===== src/rtl/csr_pkg.sv =====
// -----------------------------------------------------------------------------
// csr_pkg
// Shared definitions for the machine-mode CSR access controller:
//   - addresses of the CSRs this controller is allowed to touch
//   - csr_op_e   : Zicsr funct3 encodings
//   - ctrl_state_e : controller sequencing states
//   - small decode helpers used by the controller
// -----------------------------------------------------------------------------
package csr_pkg;

  localparam logic [11:0] CSR_MSTATUS = 12'h300;
  localparam logic [11:0] CSR_MTVEC   = 12'h305;
  localparam logic [11:0] CSR_MEPC    = 12'h341;
  localparam logic [11:0] CSR_MCAUSE  = 12'h342;

  typedef enum logic [2:0] {
    OP_RW  = 3'b001,
    OP_RS  = 3'b010,
    OP_RC  = 3'b011,
    OP_RWI = 3'b101,
    OP_RSI = 3'b110,
    OP_RCI = 3'b111
  } csr_op_e;

  typedef enum logic [2:0] {
    ST_IDLE  = 3'd0,
    ST_READ  = 3'd1,
    ST_WRITE = 3'd2,
    ST_MRET  = 3'd3,
    ST_TRAP  = 3'd4,
    ST_RESP  = 3'd5
  } ctrl_state_e;

  // True for one of the four implemented machine-mode CSRs.
  function automatic logic csr_addr_known(input logic [11:0] addr);
    return (addr == CSR_MSTATUS) || (addr == CSR_MTVEC) ||
           (addr == CSR_MEPC)    || (addr == CSR_MCAUSE);
  endfunction

  // funct3 values 000 and 100 are not Zicsr instructions.
  function automatic logic csr_op_legal(input logic [2:0] op);
    return (op != 3'b000) && (op != 3'b100);
  endfunction

  // Set/clear forms (funct3[1]==1) with a zero operand field never write.
  function automatic logic csr_write_suppressed(input logic [2:0] op,
                                                input logic [4:0] rs1_idx);
    return op[1] && (rs1_idx == 5'd0);
  endfunction

endpackage


===== src/rtl/csr_wdata_alu.sv =====
// -----------------------------------------------------------------------------
// csr_wdata_alu
// Combinational merge of the old CSR value with the instruction operand.
// Ports:
//   i_op      : funct3 of the CSR instruction
//   i_old     : current CSR value
//   i_rs1_val : rs1 register value (register forms)
//   i_uimm    : 5-bit immediate (immediate forms), zero-extended
//   o_wdata   : value to write back to the CSR
// -----------------------------------------------------------------------------
module csr_wdata_alu
  import csr_pkg::*;
#(
  parameter int unsigned XLEN = 32
) (
  input  logic [2:0]      i_op,
  input  logic [XLEN-1:0] i_old,
  input  logic [XLEN-1:0] i_rs1_val,
  input  logic [4:0]      i_uimm,
  output logic [XLEN-1:0] o_wdata
);

  logic [XLEN-1:0] w_src;

  // Operand select: funct3[2] marks the immediate forms.
  always_comb begin
    if (i_op[2]) begin
      w_src = {{(XLEN-5){1'b0}}, i_uimm};
    end else begin
      w_src = i_rs1_val;
    end
  end

  // Write/set/clear merge.
  always_comb begin
    case (i_op)
      OP_RW, OP_RWI: o_wdata = w_src;
      OP_RS, OP_RSI: o_wdata = i_old | w_src;
      OP_RC, OP_RCI: o_wdata = i_old & ~w_src;
      default:       o_wdata = i_old;
    endcase
  end

endmodule


===== src/rtl/csr_access_ctrl.sv =====
// -----------------------------------------------------------------------------
// csr_access_ctrl
// Initiator side of the machine-mode CSR file port. Accepts Zicsr and MRET
// requests from execute, sequences read -> read-modify-write on the CSR port,
// raises illegal-instruction exceptions, pulses MRET and returns the old CSR
// value through a valid/ready response.
// Optional build macro: CSR_RO_CHECK_EN -- when defined, a non-suppressed write
// to an address with [11:10]==2'b11 (read-only space) traps.
// Ports:
//   clk_i, rst_i           : clock, synchronous active-high reset
//   req_*                  : request from execute (valid/ready)
//   resp_*                 : response to writeback (valid/ready)
//   csr_we_o/addr_o/wdata_o, csr_rdata_i : CSR file port
//   exception_o/pc_o/cause_o : exception-entry pulse and info
//   mret_o                 : MRET pulse
// All outputs are registered.
// -----------------------------------------------------------------------------
module csr_access_ctrl
  import csr_pkg::*;
#(
  parameter int unsigned     XLEN          = 32,
  parameter logic [XLEN-1:0] ILLEGAL_CAUSE = 32'd2
) (
  input  logic            clk_i,
  input  logic            rst_i,
  input  logic            req_valid_i,
  output logic            req_ready_o,
  input  logic            req_mret_i,
  input  logic [2:0]      req_op_i,
  input  logic [11:0]     req_addr_i,
  input  logic [4:0]      req_rs1_idx_i,
  input  logic [XLEN-1:0] req_rs1_val_i,
  input  logic [XLEN-1:0] req_pc_i,
  output logic            resp_valid_o,
  input  logic            resp_ready_i,
  output logic [XLEN-1:0] resp_rdata_o,
  output logic            resp_illegal_o,
  output logic            csr_we_o,
  output logic [11:0]     csr_addr_o,
  output logic [XLEN-1:0] csr_wdata_o,
  input  logic [XLEN-1:0] csr_rdata_i,
  output logic            exception_o,
  output logic [XLEN-1:0] exception_pc_o,
  output logic [XLEN-1:0] exception_cause_o,
  output logic            mret_o
);

  ctrl_state_e     r_state;
  logic [2:0]      r_op;
  logic [11:0]     r_addr;
  logic [4:0]      r_rs1_idx;
  logic [XLEN-1:0] r_rs1_val;
  logic [XLEN-1:0] r_old;
  logic            r_req_ready;
  logic            r_resp_valid;
  logic [XLEN-1:0] r_resp_rdata;
  logic            r_resp_illegal;
  logic            r_csr_we;
  logic [XLEN-1:0] r_csr_wdata;
  logic            r_exception;
  logic [XLEN-1:0] r_exc_pc;
  logic [XLEN-1:0] r_exc_cause;
  logic            r_mret;

  logic            w_ro_violation;
  logic            w_req_illegal;
  logic            w_suppressed;
  logic [XLEN-1:0] w_wdata;

`ifdef CSR_RO_CHECK_EN
  // Writes into the read-only CSR space trap unless the write is suppressed.
  assign w_ro_violation = (req_addr_i[11:10] == 2'b11) &&
                          !csr_write_suppressed(req_op_i, req_rs1_idx_i);
`else
  assign w_ro_violation = 1'b0;
`endif

  assign w_req_illegal = !csr_op_legal(req_op_i) || !csr_addr_known(req_addr_i) ||
                         w_ro_violation;
  assign w_suppressed  = csr_write_suppressed(r_op, r_rs1_idx);

  // Old value comes straight from the port in READ so the write lands next cycle.
  csr_wdata_alu #(.XLEN(XLEN)) u_wdata_alu (
    .i_op      (r_op),
    .i_old     (csr_rdata_i),
    .i_rs1_val (r_rs1_val),
    .i_uimm    (r_rs1_idx),
    .o_wdata   (w_wdata)
  );

  // Controller FSM; every output register is set on entry to the state that owns it.
  always_ff @(posedge clk_i) begin
    if (rst_i) begin
      r_state        <= ST_IDLE;
      r_op           <= 3'b000;
      r_addr         <= 12'h000;
      r_rs1_idx      <= 5'd0;
      r_rs1_val      <= {XLEN{1'b0}};
      r_old          <= {XLEN{1'b0}};
      r_req_ready    <= 1'b1;
      r_resp_valid   <= 1'b0;
      r_resp_rdata   <= {XLEN{1'b0}};
      r_resp_illegal <= 1'b0;
      r_csr_we       <= 1'b0;
      r_csr_wdata    <= {XLEN{1'b0}};
      r_exception    <= 1'b0;
      r_exc_pc       <= {XLEN{1'b0}};
      r_exc_cause    <= {XLEN{1'b0}};
      r_mret         <= 1'b0;
    end else begin
      case (r_state)
        ST_IDLE: begin
          if (req_valid_i && r_req_ready) begin
            r_op        <= req_op_i;
            r_addr      <= req_addr_i;
            r_rs1_idx   <= req_rs1_idx_i;
            r_rs1_val   <= req_rs1_val_i;
            r_req_ready <= 1'b0;
            if (req_mret_i) begin
              r_state <= ST_MRET;
              r_mret  <= 1'b1;
            end else if (w_req_illegal) begin
              // The faulting PC is captured directly into the exception output.
              r_state     <= ST_TRAP;
              r_exception <= 1'b1;
              r_exc_pc    <= req_pc_i;
              r_exc_cause <= ILLEGAL_CAUSE;
            end else begin
              r_state <= ST_READ;
            end
          end
        end
        ST_READ: begin
          r_old <= csr_rdata_i;
          if (w_suppressed) begin
            r_state        <= ST_RESP;
            r_resp_valid   <= 1'b1;
            r_resp_rdata   <= csr_rdata_i;
            r_resp_illegal <= 1'b0;
          end else begin
            r_state     <= ST_WRITE;
            r_csr_we    <= 1'b1;
            r_csr_wdata <= w_wdata;
          end
        end
        ST_WRITE: begin
          r_csr_we       <= 1'b0;
          r_state        <= ST_RESP;
          r_resp_valid   <= 1'b1;
          r_resp_rdata   <= r_old;
          r_resp_illegal <= 1'b0;
        end
        ST_MRET: begin
          r_mret         <= 1'b0;
          r_state        <= ST_RESP;
          r_resp_valid   <= 1'b1;
          r_resp_rdata   <= {XLEN{1'b0}};
          r_resp_illegal <= 1'b0;
        end
        ST_TRAP: begin
          r_exception    <= 1'b0;
          r_exc_pc       <= {XLEN{1'b0}};
          r_exc_cause    <= {XLEN{1'b0}};
          r_state        <= ST_RESP;
          r_resp_valid   <= 1'b1;
          r_resp_rdata   <= {XLEN{1'b0}};
          r_resp_illegal <= 1'b1;
        end
        ST_RESP: begin
          if (resp_ready_i) begin
            r_state        <= ST_IDLE;
            r_resp_valid   <= 1'b0;
            r_resp_rdata   <= {XLEN{1'b0}};
            r_resp_illegal <= 1'b0;
            r_req_ready    <= 1'b1;
          end
        end
        default: begin
          r_state      <= ST_IDLE;
          r_req_ready  <= 1'b1;
          r_resp_valid <= 1'b0;
          r_csr_we     <= 1'b0;
          r_exception  <= 1'b0;
          r_mret       <= 1'b0;
        end
      endcase
    end
  end

  assign req_ready_o       = r_req_ready;
  assign resp_valid_o      = r_resp_valid;
  assign resp_rdata_o      = r_resp_rdata;
  assign resp_illegal_o    = r_resp_illegal;
  assign csr_we_o          = r_csr_we;
  assign csr_addr_o        = r_addr;
  assign csr_wdata_o       = r_csr_wdata;
  assign exception_o       = r_exception;
  assign exception_pc_o    = r_exc_pc;
  assign exception_cause_o = r_exc_cause;
  assign mret_o            = r_mret;

endmodule


===== config.mk =====
export PLATFORM = sky130hd
export DESIGN_NAME = csr_access_ctrl
export DESIGN_NICKNAME = d
export VERILOG_FILES = /design/src/rtl/csr_pkg.sv /design/src/rtl/csr_wdata_alu.sv /design/src/rtl/csr_access_ctrl.sv
export SDC_FILE = /design/constraint.sdc
export NUM_CORES = 1
export LEC_CHECK = 0
export CELL_PAD_IN_SITES_DETAIL_PLACEMENT = 1
export CELL_PAD_IN_SITES_GLOBAL_PLACEMENT = 2
export CORE_AREA = 2 2 196 159
export DETAILED_ROUTE_END_ITERATION = 6
export DIE_AREA = 0 0 198 161
export GPL_TIMING_DRIVEN = 0
export PLACE_DENSITY = 0.8
export SKIP_LAST_GASP = 1
export SLEW_MARGIN = 20
export SYNTH_ARGS = -nofsm -noshare
export SYNTH_HDL_FRONTEND = slang
export SYNTH_SLANG_ARGS = --single-unit

===== constraint.sdc =====
create_clock -name clk_i -period 3.1 [get_ports clk_i]
set_input_delay 0.31 -clock clk_i [delete_from_list [all_inputs] [get_ports clk_i]]
set_output_delay 0.31 -clock clk_i [all_outputs]
set_load 0.05 [all_outputs]

==> impl_results.md, run 1 <==
* CTS Buffer Depth at 2
* Clk_skew at ~11 ps
* Yosys warns at 0
* Final setup margin at ~500 ps
* PD cells at 1090 mW/mm²
* Synthesized flop and latch total at 190
* I/O Pins at around 270
* Pre-CTS WS at between 300 and 400 ps
* Final Max Tran Viols at 0
* Post_cts resized at 0
* Share of cells above drive strength 1 at 0.0879
* Worst-path clk slew at 70 ps
* Initial antenna violation count at 1
* Worst EP arrival at roughly 3000 ps
* Post-CTS Setup Bufs at 0
* Max-capacitance violation count at 0
* CTS Hold Buffers Added at 0
* P_leak at about 4.3 nW
* DRT Pass-1 Iters at 4
* CTS Root Buffer Type: clkbuf_16
* GRT overflow at 0
* CTS tree: done
* Synth Flop Type: dfxtp_1
* Port bufs at 234
* Post-route core utilization at 0.396
* Vias in the first global route at ~8000
* Worst reg2reg setup slack at 500 ps
* Chip width at roughly 200 µm
* RePlAce Congestion at between 0.7 and 0.8
* Placed cells at roughly 1700
* # setup viols final at 0
* Critical Path RT at 3450 ps
* Worst Hold End: r_rs1_val[12]
* Nets at approximately 1400
* Clk_lat worst skew at between 400 and 500 ps
* Setup TNS at 0 ps
* Worst setup SP type: register
* Hold path cells at 3
* Syn_area_per_cell at 8.19 µm²
* Final cell count without fillers at 1722
* Die outline area at approximately 0.032 mm²
* EDFF count, synth at 0
* Die height at 161 µm
* Wire per inst at ~19 µm
* P&R area growth vs syn at 43.5%
* RSZ-0062 raised after global routing: false
* CTS sink cnt at 190
* FF-to-FF Start: r_state[0]
* Crit path kind: reg -> reg
* GR Util All Layers at 0.200
* Post-layout min period at 2600 ps
* Post-synthesis cell type count at between 40 and 50
* Final Cell Area at 0.0119 mm²
* Worst r2r path cells at 6
* Worst R2R End: csr_wdata_o[26]
* Peak VDD IR at between 0.4 and 0.5 mV
* Antenna violation net count after detailed routing at 0
* Status: finished, final reports clean
* Fmax at roughly 0.38 GHz
* Via density at 4.66
* # rows at 57
* Worst Tran Pin Value at 879 ps
* Htree depth at 4
* DPL Wire Length at about 24 mm
* Max_slew headroom at 0.410
* Total CTS buffers at 17
* Period utilization at 0.839
* Register area share after synthesis at 0.459
* Crit. End Element: register
* CP Max Fanout at 10
* Core area at approximately 0.03 mm²
* Dpl cell area at roughly 0.011 mm²
* Synthesized area at slightly above 0.008 mm²
* HP Class: in -> reg
* Starting DRT DRC Count at 380
* First-pass GRT wire length at 48.4 mm
* DRT Wirelength at around 32 mm
* Async set-reset flop share out of synthesis at 0
* DRC at 0
* Pin count of the biggest net entering global routing at 18
* Gate Count Post-Synth at ~1000
* Hold_sp: req_rs1_val_i[12]
* Via count at about 8000
* Final hold vios at 0
* Starting Density at 0.276
==> logic make-up (layout without fill, tap and decap cells) <==
| kind of cell | count (synthesis) | after routing | share of synthesized area |
|---|---|---|---|
| AND/OR/NAND/NOR | 391 | 391 | 0.201 |
| AO/OA/AOI/OAI | 251 | 251 | 0.207 |
| other | 1 | 32 | 0.000453 |
| XOR/XNOR | 2 | 2 | 0.00211 |
| multiplexers | 39 | 39 | 0.0477 |
| buffers and inverters | 138 | 404 | 0.0820 |
| flip-flops | 190 | 190 | 0.459 |
==> worst max-delay path, stage by stage (launching register included) <==
cell and delay (ps):
dfxtp_1 310, buf_2 200, nor3b_2 480, a21boi_1 760, clkbuf_1 500, nor2_1 90, nor3_1 170
==> metrics by stage <==
| stage | hold slack (ps) | power [mW] |
|---|---|---|
| after detailed placement | 442 | 10.6 |
| after floorplan | 432 | 8.23 |
| after global routing | 410 | 13.7 |
| after CTS | 398 | 13.1 |
| final | 422 | 13.0 |
| after global placement | 441 | 10.5 |
==> cells in the final DEF, fill, tap and decap left out, types with 7 or more instances in the layout <==
cell	count
nand2_1	237
clkdlybuf4s50_1	234
dfxtp_1	190
a21oi_1	110
nor2_1	71
clkbuf_1	62
nand2b_1	37
mux2i_1	35
buf_4	34
a22oi_1	33
o21ai_0	33
conb_1	31
nor3_1	29
inv_1	28
a211oi_2	28
a221oi_1	26
clkbuf_16	17
buf_2	9
inv_6	7
==> flip-flops by register name, indices dropped and copies added (netlist names) <==
| name | count |
|---|---|
| r_old | 32 |
| r_op | 3 |
| exception_cause_o | 1 |
| r_state | 3 |
| r_rs1_val | 32 |
| exception_pc_o | 32 |
| mret_o | 1 |
| req_ready_o | 1 |
| csr_wdata_o | 32 |
| csr_we_o | 1 |
| resp_illegal_o | 1 |
| resp_valid_o | 1 |
| r_rs1_idx | 5 |
| csr_addr_o | 12 |
| exception_o | 1 |
| resp_rdata_o | 32 |
==> worst max path at each step <==
stage | start | to | slack [ps] | depth (start not counted)
2_1_floorplan | r_rs1_idx[4] | resp_rdata_o[13] | 1300 | 6
3_3_place_gp | req_valid_i | r_rs1_val[4] | 490 | 6
3_5_place_dp | req_addr_i[8] | exception_pc_o[18] | 380 | 8
4_1_cts | r_state[0] | csr_wdata_o[26] | 430 | 6
5_1_grt | r_state[0] | csr_wdata_o[18] | 270 | 6
6_report | r_state[0] | csr_wdata_o[26] | 500 | 6
==> synth_stat cells (4+ instances only) <==
library cell,count,area share
nor2_1,71,0.032
a22oi_1,33,0.030
mux2i_1,35,0.042
a221oi_1,26,0.027
mux2_2,4,0.0054
dfxtp_1,190,0.46
a211oi_1,4,0.0036
clkbuf_1,62,0.028
a21oi_1,110,0.066
o21ai_0,33,0.020
inv_1,28,0.013
nand2b_1,37,0.028
nor3_1,29,0.018
buf_4,34,0.031
o211ai_1,4,0.0036
buf_2,9,0.0054
nand2_1,237,0.11
a211oi_2,28,0.042
nor2b_1,4,0.0030
==> final cells by class <==
class	count	area (µm²)
repair buffers	234	2340
clock buffers	17	425
fillers	3551	18100
multi-input cells	714	3910
clock inverters	15	205
diodes	1	2.50
plain buffers	110	574
well taps	413	517
flip-flops and latches	190	3800
inverters	28	105
==> where the power goes <==
group / internal, mW / switching [mW]
combinational: 2.23 / 4.63
sequential: 3.21 / 0.477
clock: 1.37 / 1.06
==> layer usage <==
metal / global-route usage / vias to the layer above / routed length (µm)
li1: - / 3942 / -
met1: 0.288 / 3893 / 15900
met2: 0.314 / 181 / 14400
met3: 0.0345 / 12 / 1370
met4: 0.0376 / 0 / 204
met5: 0 / - / 0
No activity file was read; power rests on OpenSTA's default activity.
==> inputs of run 2 (changes only) <==
--- a/config.mk
+++ b/config.mk
@@ -7,11 +7,11 @@
 export LEC_CHECK = 0
 export CELL_PAD_IN_SITES_DETAIL_PLACEMENT = 1
 export CELL_PAD_IN_SITES_GLOBAL_PLACEMENT = 2
-export CORE_AREA = 2 2 196 159
+export CORE_AREA = 2 2 216 175
 export DETAILED_ROUTE_END_ITERATION = 6
-export DIE_AREA = 0 0 198 161
+export DIE_AREA = 0 0 218 177
 export GPL_TIMING_DRIVEN = 0
-export PLACE_DENSITY = 0.8
+export PLACE_DENSITY = 0.7
 export SKIP_LAST_GASP = 1
 export SLEW_MARGIN = 20
 export SYNTH_ARGS = -nofsm -noshare
==> constraint.sdc (replaced) <==
create_clock -name clk_i -period 2.25 [get_ports clk_i]
set_input_delay 0.225 -clock clk_i [delete_from_list [all_inputs] [get_ports clk_i]]
set_output_delay 0.225 -clock clk_i [all_outputs]
set_load 0.05 [all_outputs]
==> impl_results.md, run 2 (same netlist as run 1, synthesis figures left out) <==
* Status: finished, final reports clean
* HP Class: in -> reg
* Final Max Tran Viols at 0 (unchanged)
* # rows at 63 (+11%)
* GRT overflow at 0 (unchanged)
* Power Total at 18.1 mW (+40%)
* First-pass GRT wire length at 50.5 mm (+4.2%)
* Comb power frac at 0.533 (+0.004)
* I/O Pins at 267 (unchanged)
* Initial antenna violation count at 0 (-1)
* Pin count of the biggest net entering global routing at 17 (-1)
* Crit-path cells: or4b_1, o31a_4, nor2_8, buf_4, a211oi_2
* Pre-CTS WS at -575 ps (-952 ps)
* DRC at 0 (unchanged)
* Worst Tran Pin Value at 921 ps (+41.8 ps)
* FF-to-FF Start: r_rs1_idx[4]
* Crit. End Element: register
* Nets at 1418 (+0.14%)
* Antenna violation net count after detailed routing at 0 (unchanged)
* Psw at 8.52 mW (+38%)
* Sw frac at 0.470 (-0.00513)
* Peak VDD IR at 0.920 mV (+85%)
* Most common cell after layout, fill and taps aside: nand2_1
* Post-layout min period at 2160 ps (-443 ps)
* P_leak at 4.43 nW (+2.5%)
* Max-capacitance violation count at 0 (unchanged)
* Worst EP arrival at 2440 ps (-510 ps)
* Clk_skew at 6.80 ps (-3.85 ps)
* GR Util All Layers at 0.174 (-0.0258)
* Worst reg2reg setup slack at 90 ps (-410 ps)
* Worst Hold End: r_rs1_idx[4]
* Share of cells above drive strength 1 at 0.115 (+0.0273)
* # setup viols final at 0 (unchanged)
* Worst setup SP type: register
* Starting DRT DRC Count at 354 (-6.8%)
* CTS sink cnt at 190 (unchanged)
* Buffers plus inverters on the worst setup path at 1 (-1)
* Htree depth at 4 (unchanged)
* Via density at 4.47 (-4.0%)
* Hold_sp: req_rs1_idx_i[4]
* Wire per inst at 18.6 µm (+0.36%)
* Worst R2R End: resp_rdata_o[30]
* DRT Pass-1 Iters at 4 (unchanged)
* CP delay by family, top: simple AND/OR/NAND/NOR gates
* Final cell count without fillers at 1797 (+4.4%)
* Antenna cells at 0 (-1)
* Final setup margin at 93.3 ps (-407 ps)
* Critical Path RT at 2530 ps (-920 ps)
* Final hold vios at 0 (unchanged)
* Fmax at 0.464 GHz (+21%)
* CTS Buffer Depth at 2 (unchanged)
* Die height at 177 µm (+9.9%)
* Chip width at 218 µm (+10%)
* Vias in the first global route at 8279 (+2.1%)
* Post-route core utilization at 0.332 (-0.0643)
* CTS Root Buffer Type: clkbuf_16
* Slowest stage delay, CP at 620 ps (-140 ps)
* Int Power at 9.60 mW (+41%)
* Hold path cells at 3 (unchanged)
* PD cells at 1490 mW/mm² (+37%)
* Port bufs at 234 (unchanged)
* Placed cells at 1763 (+4.4%)
* Crit path kind: reg -> reg
* P&R area growth vs syn at 46.4%
* Slowest cell on the critical path: or4b_1
* Total CTS buffers at 17 (unchanged)
* RSZ-0062 raised after global routing: true
* Worst-path clk slew at 70 ps (about the same)
* CP Max Fanout at 10 (unchanged)
* DRT Wirelength at 33.4 mm (+4.7%)
* Clk_lat worst skew at 440 ps (about the same)
* Most frequent cells in the layout: nand2_1 (237), clkdlybuf4s50_1 (234), dfxtp_1 (189), a21oi_1 (110), nor2_1 (69)
* Worst r2r path cells at 5 (-1)
* DPL Wire Length at 25.2 mm (+4.3%)
* CTS tree: done
* Via count at 8041 (+0.16%)
* Core area at 0.0366 mm² (+22%)
* Max_slew headroom at 0.386 (-0.0237)
* RePlAce Congestion at 0.755 (about the same)
* Clock share of power at 0.187 (about the same)
* Period utilization at 0.959 (+0.120)
* Starting Density at 0.226 (-0.0494)
* Die outline area at 0.0386 mm² (+21%)
* Sequential Power Share at 0.280 (-0.004)
-- run 2: routing by layer --
metal | track usage | vias to the layer above | routed length, µm
li1 | - | 3954 | -
met1 | 0.250 | 3922 | 16900
met2 | 0.272 | 153 | 15000
met3 | 0.0285 | 12 | 1200
met4 | 0.0368 | 0 | 290
met5 | 0 | - | 0
-- run 2: timing repair --
action	4_1_cts	5_1_grt
endpoints found under the setup margin	144	141
hold buffers	0	0
buffers inserted	0	3
gates cloned	0	0
resized for setup	25	29
-- run 2: how the worst max path moves through the flow --
stage	start	to	slack, ps	depth (start not counted)
final	r_rs1_idx[4]	resp_rdata_o[30]	90	5
after CTS	r_state[0]	csr_wdata_o[17]	-110	6
after global routing	r_op[2]	csr_wdata_o[18]	-8	6
after global placement	req_addr_i[8]	exception_pc_o[20]	-550	8
after detailed placement	req_addr_i[8]	exception_pc_o[13]	-570	8
after floorplan	r_rs1_idx[4]	resp_rdata_o[13]	450	6
-- run 2: power by group through the flow --
stage	logic (mW)	registers, mW	clock network [mW]
after floorplan	3.74	7.60	0
after global placement	9.48	5.13	0
after detailed placement	9.57	5.14	0
after CTS	9.69	5.09	3.50
after global routing	10.3	5.21	3.63
final	9.66	5.08	3.38
-- run 2: per-stage QoR --
stage          area [µm²]  setup TNS (ps)  hold WS, ps
2_1_floorplan        8400               0          361
3_3_place_gp        11300          -47700          442
3_5_place_dp        11300          -47380          448
4_1_cts             12100            -920          312
5_1_grt             12100           -7.74          314
6_report            12100               0          333
-- run 2: cell type report --
| type | count | area (µm²) |
|---|---|---|
| clock inverters | 9 | 156 |
| fillers | 4337 | 24400 |
| well taps | 487 | 609 |
| clock buffers | 23 | 488 |
| flip-flops and latches | 190 | 3800 |
| repair buffers | 237 | 2360 |
| inverters | 28 | 105 |
| multi-input cells | 714 | 3990 |
| plain buffers | 109 | 609 |
-- run 2: worst register-to-register path: cells and delay by family (launching register included) --
| kind | cells | cell delay (ps) |
|---|---|---|
| and+or+nand+nor | 2 | 890 |
| buffers and inverters | 1 | 300 |
| AOI/OAI and AO/OA | 2 | 460 |
| DFF | 1 | 350 |
==> inputs of run 3 (changes only) <==
--- a/config.mk
+++ b/config.mk
@@ -5,12 +5,12 @@
 export SDC_FILE = /design/constraint.sdc
 export NUM_CORES = 1
 export LEC_CHECK = 0
+export ABC_CLOCK_PERIOD_IN_PS = 2250
 export CELL_PAD_IN_SITES_DETAIL_PLACEMENT = 1
 export CELL_PAD_IN_SITES_GLOBAL_PLACEMENT = 2
 export CORE_AREA = 2 2 216 175
 export DETAILED_ROUTE_END_ITERATION = 6
 export DIE_AREA = 0 0 218 177
-export GPL_TIMING_DRIVEN = 0
 export PLACE_DENSITY = 0.7
 export SKIP_LAST_GASP = 1
 export SLEW_MARGIN = 20
==> impl_results.md, run 3 (same netlist as run 1, synthesis figures left out) <==
* Via density at 4.52 (+1.1%)
* GRT overflow at 0 (unchanged)
* Placed cells at 1683 (-4.5%)
* # rows at 63 (unchanged)
* CP Max Fanout at 22 (+12)
* Worst R2R End: resp_rdata_o[10]
* Share of cells above drive strength 1 at 0.0888 (-0.0264)
* Post_cts resized at 0 (-100%)
* Starting Density at 0.226 (unchanged)
* DRT Pass-1 Iters at 4 (unchanged)
* Worst Hold End: mret_o
* DPL Wire Length at 21.1 mm (-16%)
* Max-capacitance violation count at 0 (unchanged)
* Nets at 1336 (-5.8%)
* Worst-path clk slew at 80 ps (about the same)
* CTS sink cnt at 190 (unchanged)
* Core area at 0.0366 mm² (unchanged)
* Starting DRT DRC Count at 358 (+1.1%)
* Wire per inst at 18.3 µm (-1.5%)
* Hold path cells at 2 (-1)
* Max_slew headroom at 0.390 (+0.00415)
* CP delay by family, top: simple AND/OR/NAND/NOR gates
* Status: finished, final reports clean
* P&R area growth vs syn at 42.8%
* Buffers plus inverters on the worst setup path at 1 (unchanged)
* Multi-input gate area at 0.00399 mm² (-0.13%)
* Worst reg2reg setup slack at 140 ps (+40 ps)
* Peak VDD IR at 0.832 mV (-9.5%)
* Power Total at 18.1 mW (-0.15%)
* # setup viols final at 0 (unchanged)
* Worst setup SP type: register
* Critical path startpoint: r_rs1_idx[4]
* Fmax at 0.473 GHz (+2.1%)
* CTS tree: done
* Port bufs at 235 (+0.43%)
* DRC at 0 (unchanged)
* Fillcell total at 4326 (-0.25%)
* CTS Root Buffer Type: clkbuf_16
* Most common cell after layout, fill and taps aside: nand2_1
* Post-layout min period at 2110 ps (-43.4 ps)
* Crit. End Element: register
* Critical Path RT at 2620 ps (+90 ps)
* Chip width at 218 µm (unchanged)
* Final cell count without fillers at 1715 (-4.6%)
* PD cells at 1530 mW/mm² (+2.4%)
* DRT Wirelength at 31.4 mm (-6.0%)
* First-pass GRT wire length at 47.3 mm (-6.3%)
* Htree depth at 4 (unchanged)
* Slowest cell on the critical path: or4b_1
* Worst EP arrival at 2480 ps (+40 ps)
* RePlAce Congestion at 0.722 (-4.3%)
* Sequential Area at 0.00381 mm² (about the same)
* Worst Tran Pin Value at 913 ps (-8.39 ps)
* Initial antenna violation count at 1 (+1)
* Crit path kind: reg -> reg
* Die height at 177 µm (unchanged)
* Final Max Tran Viols at 0 (unchanged)
* Clk_skew at 13.0 ps (+6.22 ps)
* GR Util All Layers at 0.163 (-0.0108)
* RSZ-0062 raised after global routing: false
* FF-to-FF Start: r_rs1_idx[4]
* CTS Buffer Depth at 2 (unchanged)
* Antenna violation net count after detailed routing at 0 (unchanged)
* Hold_sp: rst_i
* P_leak at 4.22 nW (-4.9%)
* Total CTS buffers at 17 (unchanged)
* Clk_lat worst skew at 460 ps (+20 ps)
* Worst r2r path cells at 6 (+1)
* Most frequent cells in the layout: nand2_1 (237), clkdlybuf4s50_1 (234), dfxtp_1 (188), a21oi_1 (109), nor2_1 (69)
* Slowest stage delay, CP at 620 ps (about the same)
* Die outline area at 0.0386 mm² (unchanged)
* CTS Hold Buffers Added at 0 (unchanged)
* I/O Pins at 267 (unchanged)
* HP Class: in -> reg
* Pin count of the biggest net entering global routing at 66 (+49)
* Period utilization at 0.939 (-0.0193)
* Vias in the first global route at 7881 (-4.8%)
* Via count at 7758 (-3.5%)
* Crit-path cells: or4b_1, o31a_4, nor2_8, buf_12, nor2_1, a211oi_1
* Final hold vios at 0 (unchanged)
## run 3: cell types whose count changed in the layout (fill, tap and decap cells not counted), moves of 2 or more
cell,delta
clkbuf_1,-38
clkbuf_2,-25
buf_4,-18
buf_12,+9
buf_2,-6
buf_1,-2
buf_6,-2
clkbuf_4,-2
clkbuf_8,-2
inv_6,+2
## run 3: worst max path at each step
stage | slack (ps) | endpoint | cells past startpoint
2_1_floorplan | 450 | resp_rdata_o[13] | 6
3_3_place_gp | -1 | exception_pc_o[23] | 8
3_5_place_dp | -30 | exception_pc_o[24] | 8
4_1_cts | 80 | resp_rdata_o[10] | 6
5_1_grt | 20 | resp_rdata_o[10] | 6
6_report | 140 | resp_rdata_o[10] | 6
## run 3: routing by layer
metal,GRT usage,part of all wire,up-vias
met3,0.0342,0.044,20
li1,-,-,3767
met2,0.256,0.46,155
met5,0,0,-
met4,0.0485,0.014,0
met1,0.224,0.49,3816
## run 3: worst register-to-register path, stage by stage, from the launching register on
cell      delay (ps)
dfxtp_1          340
or4b_1           620
o31a_4           370
nor2_8           220
buf_12           210
nor2_1            60
a211oi_1         210
## run 3: where the power goes
part | switching (mW) | leakage (nW) | internal (mW) | total, mW
combinational | 6.30 | 2.35 | 3.23 | 9.53
sequential | 0.737 | 1.56 | 4.42 | 5.16
clock | 1.48 | 0.308 | 1.93 | 3.41
## run 3: area by class of cell
class	instances	share of cell area
Sequential cell	190	0.322
Inverter	28	0.00889
Timing Repair Buffer	264	0.227
Clock buffer	19	0.0383
Multi-Input combinational cell	714	0.337
Tap cell	487	0.0515
Antenna cell	1	0.000212
Clock inverter	12	0.0154
## run 3: metrics by stage
step	hold slack (ps)	cell area [µm²]	utilization	worst slack [ps]	TNS, ps
finish	199	11800	0.323	137	0
global route	207	11800	0.323	20.8	0
CTS	172	11800	0.323	77.9	0
detailed placement	446	11200	0.306	-25.1	-89.7
global placement	441	11200	0.306	-1.18	-1.18
floorplan	361	8400	-	446	0
## run 3: repair_timing
item	CTS	global route
setup endpoints to repair	0	1
setup buffers	0	0
endpoints found under the hold margin	0	0
